--- src/rtl/dip_debounce_bit.sv ---
// ---------------------------------------------------------------------------
// debounce_bit
//
// Debounces one already-synchronised switch bit against a shared sample tick.
// A new level is accepted only after it has been seen on STABLE_CNT
// consecutive ticks; a single tick showing the old level throws away the
// progress made so far.
//
// Ports:
//   clk    in   system clock
//   rst    in   asynchronous active-high reset
//   tick   in   one-cycle sample strobe from the timebase tap edge detector
//   s2     in   synchronised switch level
//   val    out  debounced switch level
//   accept out  combinational pulse, high in the cycle whose clock edge
//               loads a new level into val
// ---------------------------------------------------------------------------
module debounce_bit #(
   parameter int STABLE_CNT = 4
) (
   input  logic clk,
   input  logic rst,
   input  logic tick,
   input  logic s2,
   output logic val,
   output logic accept
);

   localparam int CNT_W = $clog2(STABLE_CNT + 1);
   localparam logic [CNT_W-1:0] CNT_ONE  = CNT_W'(1);
   localparam logic [CNT_W-1:0] CNT_LAST = CNT_W'(STABLE_CNT - 1);

   localparam logic [0:0] ST_IDLE    = 1'b0;
   localparam logic [0:0] ST_PENDING = 1'b1;

   logic [0:0]       state_q, state_d;
   logic [CNT_W-1:0] cnt_q, cnt_d;
   logic             val_q, val_d;

   // Next-state logic. Nothing moves between ticks. In IDLE the first
   // differing sample counts as sample one; in PENDING a matching sample is
   // treated as a bounce and everything returns to IDLE. Acceptance always
   // leaves the bit idle with a cleared counter.
   always_comb begin
      state_d = state_q;
      cnt_d   = cnt_q;
      val_d   = val_q;
      accept  = 1'b0;
      if (tick) begin
         if (s2 != val_q) begin
            if (state_q == ST_IDLE) begin
               if (STABLE_CNT == 1) begin
                  accept = 1'b1;
               end else begin
                  state_d = ST_PENDING;
                  cnt_d   = CNT_ONE;
               end
            end else if (cnt_q == CNT_LAST) begin
               accept = 1'b1;
            end else begin
               cnt_d = cnt_q + CNT_ONE;
            end
         end else begin
            state_d = ST_IDLE;
            cnt_d   = '0;
         end
      end
      if (accept) begin
         val_d   = s2;
         state_d = ST_IDLE;
         cnt_d   = '0;
      end
   end

   // State, counter and debounced level.
   always_ff @(posedge clk or posedge rst) begin
      if (rst) begin
         state_q <= ST_IDLE;
         cnt_q   <= '0;
         val_q   <= 1'b0;
      end else begin
         state_q <= state_d;
         cnt_q   <= cnt_d;
         val_q   <= val_d;
      end
   end

   assign val = val_q;

endmodule

--- src/rtl/dip_debounce.sv ---
// ---------------------------------------------------------------------------
// dip_debounce
//
// Conditions raw DIP-switch pins for use inside the clk domain. Each pin is
// passed through a two-flop synchroniser, then debounced by its own
// debounce_bit instance that samples only on rising edges of one selected
// timebase tap. Produces a stable value, a one-cycle change strobe and a mask
// of the bits that changed.
//
// Ports:
//   clk      in   system clock
//   rst      in   asynchronous active-high reset
//   taps     in   [NTAPS-1:0] free-running timebase tap bits
//   raw      in   [WIDTH-1:0] asynchronous switch levels, 1 = on
//   val      out  [WIDTH-1:0] debounced switch value
//   changed  out  one-cycle pulse in the cycle val takes a new value
//   chg_mask out  [WIDTH-1:0] bits of val that changed; zero when changed=0
// ---------------------------------------------------------------------------
module dip_debounce #(
   parameter int WIDTH      = 4,
   parameter int NTAPS      = 6,
   parameter int TAP_SEL    = 3,
   parameter int STABLE_CNT = 4
) (
   input  logic             clk,
   input  logic             rst,
   input  logic [NTAPS-1:0] taps,
   input  logic [WIDTH-1:0] raw,
   output logic [WIDTH-1:0] val,
   output logic             changed,
   output logic [WIDTH-1:0] chg_mask
);

   logic [WIDTH-1:0] s1_q, s1_d;
   logic [WIDTH-1:0] s2_q, s2_d;
   logic             tap_q, tap_d;
   logic             changed_q, changed_d;
   logic [WIDTH-1:0] chg_mask_q, chg_mask_d;
   logic             tick;
   logic [WIDTH-1:0] accept;
   logic             unused_taps;

   // Only one tap drives the tick; the rest of the bus is intentionally ignored.
   assign unused_taps = ^taps;

   // A tick is the first cycle the selected tap is seen high. tap_q resets
   // low, so a tap already high when reset releases ticks immediately.
   assign tick = taps[TAP_SEL] & ~tap_q;

   // Next values for the synchroniser, edge detector and change reporting.
   // changed/chg_mask are loaded from this cycle's accepts so they line up
   // with the edge on which the debounced bits update.
   always_comb begin
      s1_d       = raw;
      s2_d       = s1_q;
      tap_d      = taps[TAP_SEL];
      changed_d  = |accept;
      chg_mask_d = accept;
   end

   always_ff @(posedge clk or posedge rst) begin
      if (rst) begin
         s1_q       <= '0;
         s2_q       <= '0;
         tap_q      <= 1'b0;
         changed_q  <= 1'b0;
         chg_mask_q <= '0;
      end else begin
         s1_q       <= s1_d;
         s2_q       <= s2_d;
         tap_q      <= tap_d;
         changed_q  <= changed_d;
         chg_mask_q <= chg_mask_d;
      end
   end

   for (genvar i = 0; i < WIDTH; i++) begin : g_bit
      debounce_bit #(
         .STABLE_CNT(STABLE_CNT)
      ) u_bit (
         .clk   (clk),
         .rst   (rst),
         .tick  (tick),
         .s2    (s2_q[i]),
         .val   (val[i]),
         .accept(accept[i])
      );
   end

   assign changed  = changed_q;
   assign chg_mask = chg_mask_q;

endmodule

--- config.mk ---
export PLATFORM = sky130hd
export DESIGN_NAME = dip_debounce
export DESIGN_NICKNAME = d
export VERILOG_FILES = /design/src/rtl/dip_debounce_bit.sv /design/src/rtl/dip_debounce.sv
export SDC_FILE = /design/constraint.sdc
export NUM_CORES = 1
export LEC_CHECK = 0
export CAP_MARGIN = 20
export CELL_PAD_IN_SITES_DETAIL_PLACEMENT = 2
export CELL_PAD_IN_SITES_GLOBAL_PLACEMENT = 2
export CORE_AREA = 2 2 64 66
export CTS_BUF_LIST = sky130_fd_sc_hd__clkbuf_4
export DETAILED_ROUTE_END_ITERATION = 16
export DIE_AREA = 0 0 66 68
export MAX_ROUTING_LAYER = met4
export PLACE_DENSITY_LB_ADDON = 0.05
export SLEW_MARGIN = 20
export SYNTH_ARGS = -nofsm -noshare
export SYNTH_HDL_FRONTEND = slang
export SYNTH_HIERARCHICAL = 1
export SYNTH_SLANG_ARGS = --single-unit
--- constraint.sdc ---
create_clock -name clk -period 4.05 [get_ports clk]
set_input_delay 0.6075 -clock clk [delete_from_list [all_inputs] [get_ports clk]]
set_output_delay 0.6075 -clock clk [all_outputs]
set_load 0.1 [all_outputs]
* Word level (Yosys, flattened, before mapping)
Cells that the tools add are included.
** Storage, ports and cells
- Register bits :: 34
- Input bits :: 12
- Output and inout port bits :: 9
- Logic and storage cells :: 92
** Operators by class
- Add/sub/neg operators :: 4
- Eq/ne operators :: 12
- Multiplexer cells :: 48
- Bitwise gates (word level) :: 2
- Reductions and logical operators :: 9
** Operators with widths (count)
- 3-bit 2-to-1 mux :: 20
- 1-bit 2-to-1 mux :: 28
- 4-bit by 3-bit inequality test with 1-bit output, second input constant :: 4
- 3-bit by 1-bit adder with 3-bit output, second input constant :: 4
- 3-bit by 2-bit equality test with 1-bit output, second input constant :: 4
- 2-bit AND reduction :: 4
- 2-bit nonzero test :: 4
- 1-bit inequality test :: 4
- 4-bit OR reduction :: 1
- 1-bit bitwise AND :: 1
- 1-bit NOT :: 1

* Logic depth before layout (Yosys ltp)
- Depth in word-level cells :: 7
- Mapped depth :: 5
- Depth with buffers taken out :: 5

* Cells and area by module
The synthesis kept the hierarchy.
** Modules (own cells, without submodules)
- debounce_bit :: instances 4, cells an instance 25, area each 284.0 sq um, seq. area each 125.1 sq um
- dip_debounce :: instances 1, cells an instance 17, area each 367.9 sq um, seq. area each 350.3 sq um

* Least setup slack after synthesis
Ideal clock, no wire load.
- Path type :: register to register
- Start point :: reg g_bit[3].u_bit.val_q
- End point :: reg changed_q, in the netlist changed
- Library setup time :: 0.139 ns
- Data arrival time :: 1.795 ns
- Data required time :: 3.911 ns
- Slack :: 2.116 ns
- Cell stages (with the launch flop) :: 4
- Buffers on the path :: 0
- Clock period less this slack :: 1.934 ns
- Cells stage by stage :: dfrtp_1 > xnor2_1 > nor2_1 > or4_1
** Between the ends
- Word-level cells in the longest chain between the ends :: 4
** Ends and longest elaborated chain
- start: declaration :: line dip_debounce_bit.sv:38 : logic val_q, val_d;
- start signal: assignment :: line dip_debounce_bit.sv:84 : val_q <= val_d;
- 1-bit inequality test :: line dip_debounce_bit.sv:50 : if (s2 != val_q) begin
- 1-bit 2-to-1 mux :: line dip_debounce_bit.sv:50
- 1-bit 2-to-1 mux :: line dip_debounce_bit.sv:49 : if (tick) begin
- named net accept[3] :: line dip_debounce.sv:40 : logic [WIDTH-1:0] accept;
- 4-bit OR reduction :: line dip_debounce.sv:57 : changed_d = |accept;
- named net changed_d :: line dip_debounce.sv:37 : logic changed_q, changed_d;
- end signal: assignment :: line dip_debounce.sv:72 : changed_q <= changed_d;
- end: declaration :: line dip_debounce.sv:37
The timed path passes the listed nets, and every way through them passes these cells.
A chain may end at the register's enable or synchronous reset.

* Worst setup path in the final report
- Start point :: reg g_bit[0].u_bit.val_q
- End point :: out val[0]
** RTL lines
- start: declaration :: line dip_debounce_bit.sv:38
- start signal: assignment :: line dip_debounce_bit.sv:84
- end: declaration :: line dip_debounce.sv:29 : output logic [WIDTH-1:0] val,
No word-level cell between the ends.

==> impl_metrics.tcl <==
set metrics [dict create \
    cts_buffer_depth 2 \
    firstDrtPassIters 2 \
    n_antenna_cell 0 \
    final_nets 156 \
    clk_latency_ps 330 \
    yosys-top-cells-area "dfrtp_1 (57%), ha_1 (6.7%), o22ai_1 (5.0%), inv_1 (4.2%), mux2_4 (4.0%)" \
    seq_area_um2 851 \
    endpoint_kind "output port" \
    status "completed" \
    core_um2 3860 \
    fin_cells 186 \
    grt_max_degree 41 \
    grt_pass1_vias 1103 \
    cts_hold_buf 0 \
    path_delay_family "buffers and inverters" \
    finalCritPeriodShare_pct 61.5 \
    min_period_ps 2490 \
    synth_seq_cells 34 \
    slew_headroom_pct 34.8 \
    ioPinCount 21 \
    ys_types 16 \
    power_density_nw_per_um2 547 \
    grt_usage_pct 16.8 \
    antenna_found_initial 0 \
    syn_area_per_cell_um2 12.9 \
    rsz0062_at_grt "no" \
    critPathKind "reg -> out" \
    vias 958 \
    cts_root_buf "clkbuf_4" \
    syn_inst 117 \
    place_ws_ps 1710 \
    critical_path_required_ps 3440 \
    dp.cells 179 \
    timing.final.ws_setup_ps 1560 \
    start_util_pct 39.0 \
    worstPathMaxFanout 3 \
    crit_path_max_incr_delay_ps 1160 \
    ctsResizeCount 0 \
    hold_viol 0 \
    grt_pass1_wl_mm 5.30 \
    cap_violations 0 \
    power_uw 948 \
    worst_setup_path_start_kind "flip-flop" \
    worst_slew_pin_slew_ps 975 \
    syn-cell-area_um2 1500 \
    grt_remaining_overflow 0 \
    wirelength_mm 3.12 \
    cts-htree-levels 2 \
    fillerInstances 411 \
    slowest_stage "clkdlybuf4s50_1" \
    crit_buf_inv 1 \
    worstHoldPathType "reg -> reg" \
    hpwl_mm 2.26 \
    die_x_um 66 \
    p_leak_uw 0.000816 \
    crit_arrival_ps 1880 \
    design.die.area_um2 4490 \
    port_buffers 15 \
    cp_cell_sequence "clkdlybuf4s50_1" \
    synth_top_cell_area_share_pct 56.6 \
    ant_nets 0 \
    drc 0 \
    post-cts-setup-buffers 0 \
    finalSetupTns_ps 0 \
    drive_gt1_share_pct 15.4 \
    yosysWarnings 6 \
    synth_nets 137 \
    synthToLayoutAreaGrowth_pct 15.3 \
    setup_viol 0 \
    cts_sinks 34 \
    cts_tree "done" \
    max_freq_mhz 402 \
    multi_input_area_um2 547 \
    final_cell_mix "dfrtp_1 (34), inv_1 (17), clkdlybuf4s50_1 (15)" \
    yosysTopAreaCell "dfrtp_1" \
    clock_skew_ps 4.13 \
    drt_iter0_markers 18 \
    clk_pin_slew_worst_paths_ps 100 \
    yosysSeqAreaShare_pct 56.6 \
    gp_congestion 0.719 \
    die_h_um 68 \
    maxSlewViolCount 0 \
    vdd_drop_max_v 0.000348 \
    final_common_cell "dfrtp_1" \
    routed_via_density 5.15 \
    wl_per_cell_um 16.7 \
    final_util_pct 45.0 \
    cts_inserted_buffers 5 \
    rows 23 \
]
==> synthesized netlist by cell type, drive strengths merged <==
master,number
ha,8
inv,17
o211a,4
a21bo,4
o22ai,12
nor2b,1
xnor2,4
mux2,4
or4,1
buf,4
nand4bb,4
a211oi,4
nor2,8
nand3,4
dfrtp,34
nand4b,4
==> cell type report <==
class                      count  area share [%]
timing repair buffer          16            9.09
sequential                    34            49.1
multi-input combinational     62            31.5
inverter                      17            3.68
tap                           50            3.61
clock buffer                   7            3.03
==> power breakdown <==
part	internal [uW]	leakage [uW]	switching, uW	total (uW)
logic	111	0.000350	199	310
clock network	78.8	0.0000322	105	184
registers	396	0.000434	58.5	455
total	586	0.000816	362	948
==> per-stage QoR <==
stage / hold WS [ps] / cell area [um2]
3_5_place_dp: 339 / 1680
6_report: 361 / 1730
2_1_floorplan: 331 / 1500
5_1_grt: 381 / 1730
3_3_place_gp: 336 / 1680
4_1_cts: 363 / 1730
==> routing by layer <==
metal,global-route usage [%],share of wire (%)
met1,19.0,42
met2,28.0,52
met3,5.92,4.2
met4,5.36,1.1
met5,-,0
==> cells by family after synthesis <==
family | after synthesis | synth area share (%)
adders and majority gates | 8 | 6.66
DFF | 34 | 56.6
xor gates and xnor gates | 4 | 2.33
AOI/OAI and AO/OA | 24 | 12.3
and+or+nand+nor | 22 | 10.9
muxes | 4 | 3.99
buffers and inverters | 21 | 7.24
==> flip-flops by register name (all words and copies together), names as in the netlist <==
register and count:
g_bit.u_bit/cnt_q 12, chg_mask 4, g_bit.u_bit/state_q 4, g_bit.u_bit/val 4, s1_q 4, s2_q 4
changed 1, tap_q 1
==> worst paths after layout <==
check / startpoint / to / slack (ps) / cells after the start
worst min-delay path: s1_q[0]$_DFF_PP0_ / s2_q[0]$_DFF_PP0_ / 360 / 0
min in group asynchronous: rst / g_bit[0].u_bit/cnt_q[2]$_DFFE_PP0P_ / 630 / 2
worst max register to register: g_bit[3].u_bit/cnt_q[0]$_DFFE_PP0P_ / changed$_DFF_PP0_ / 2320 / 5
max in group asynchronous: rst / s2_q[3]$_DFF_PP0_ / 2910 / 2
worst min register to register: s1_q[0]$_DFF_PP0_ / s2_q[0]$_DFF_PP0_ / 360 / 0
worst max-delay path: g_bit[0].u_bit/val$_DFFE_PP0P_ / val[0] / 1560 / 1
(Power assumes the default switching activity.)
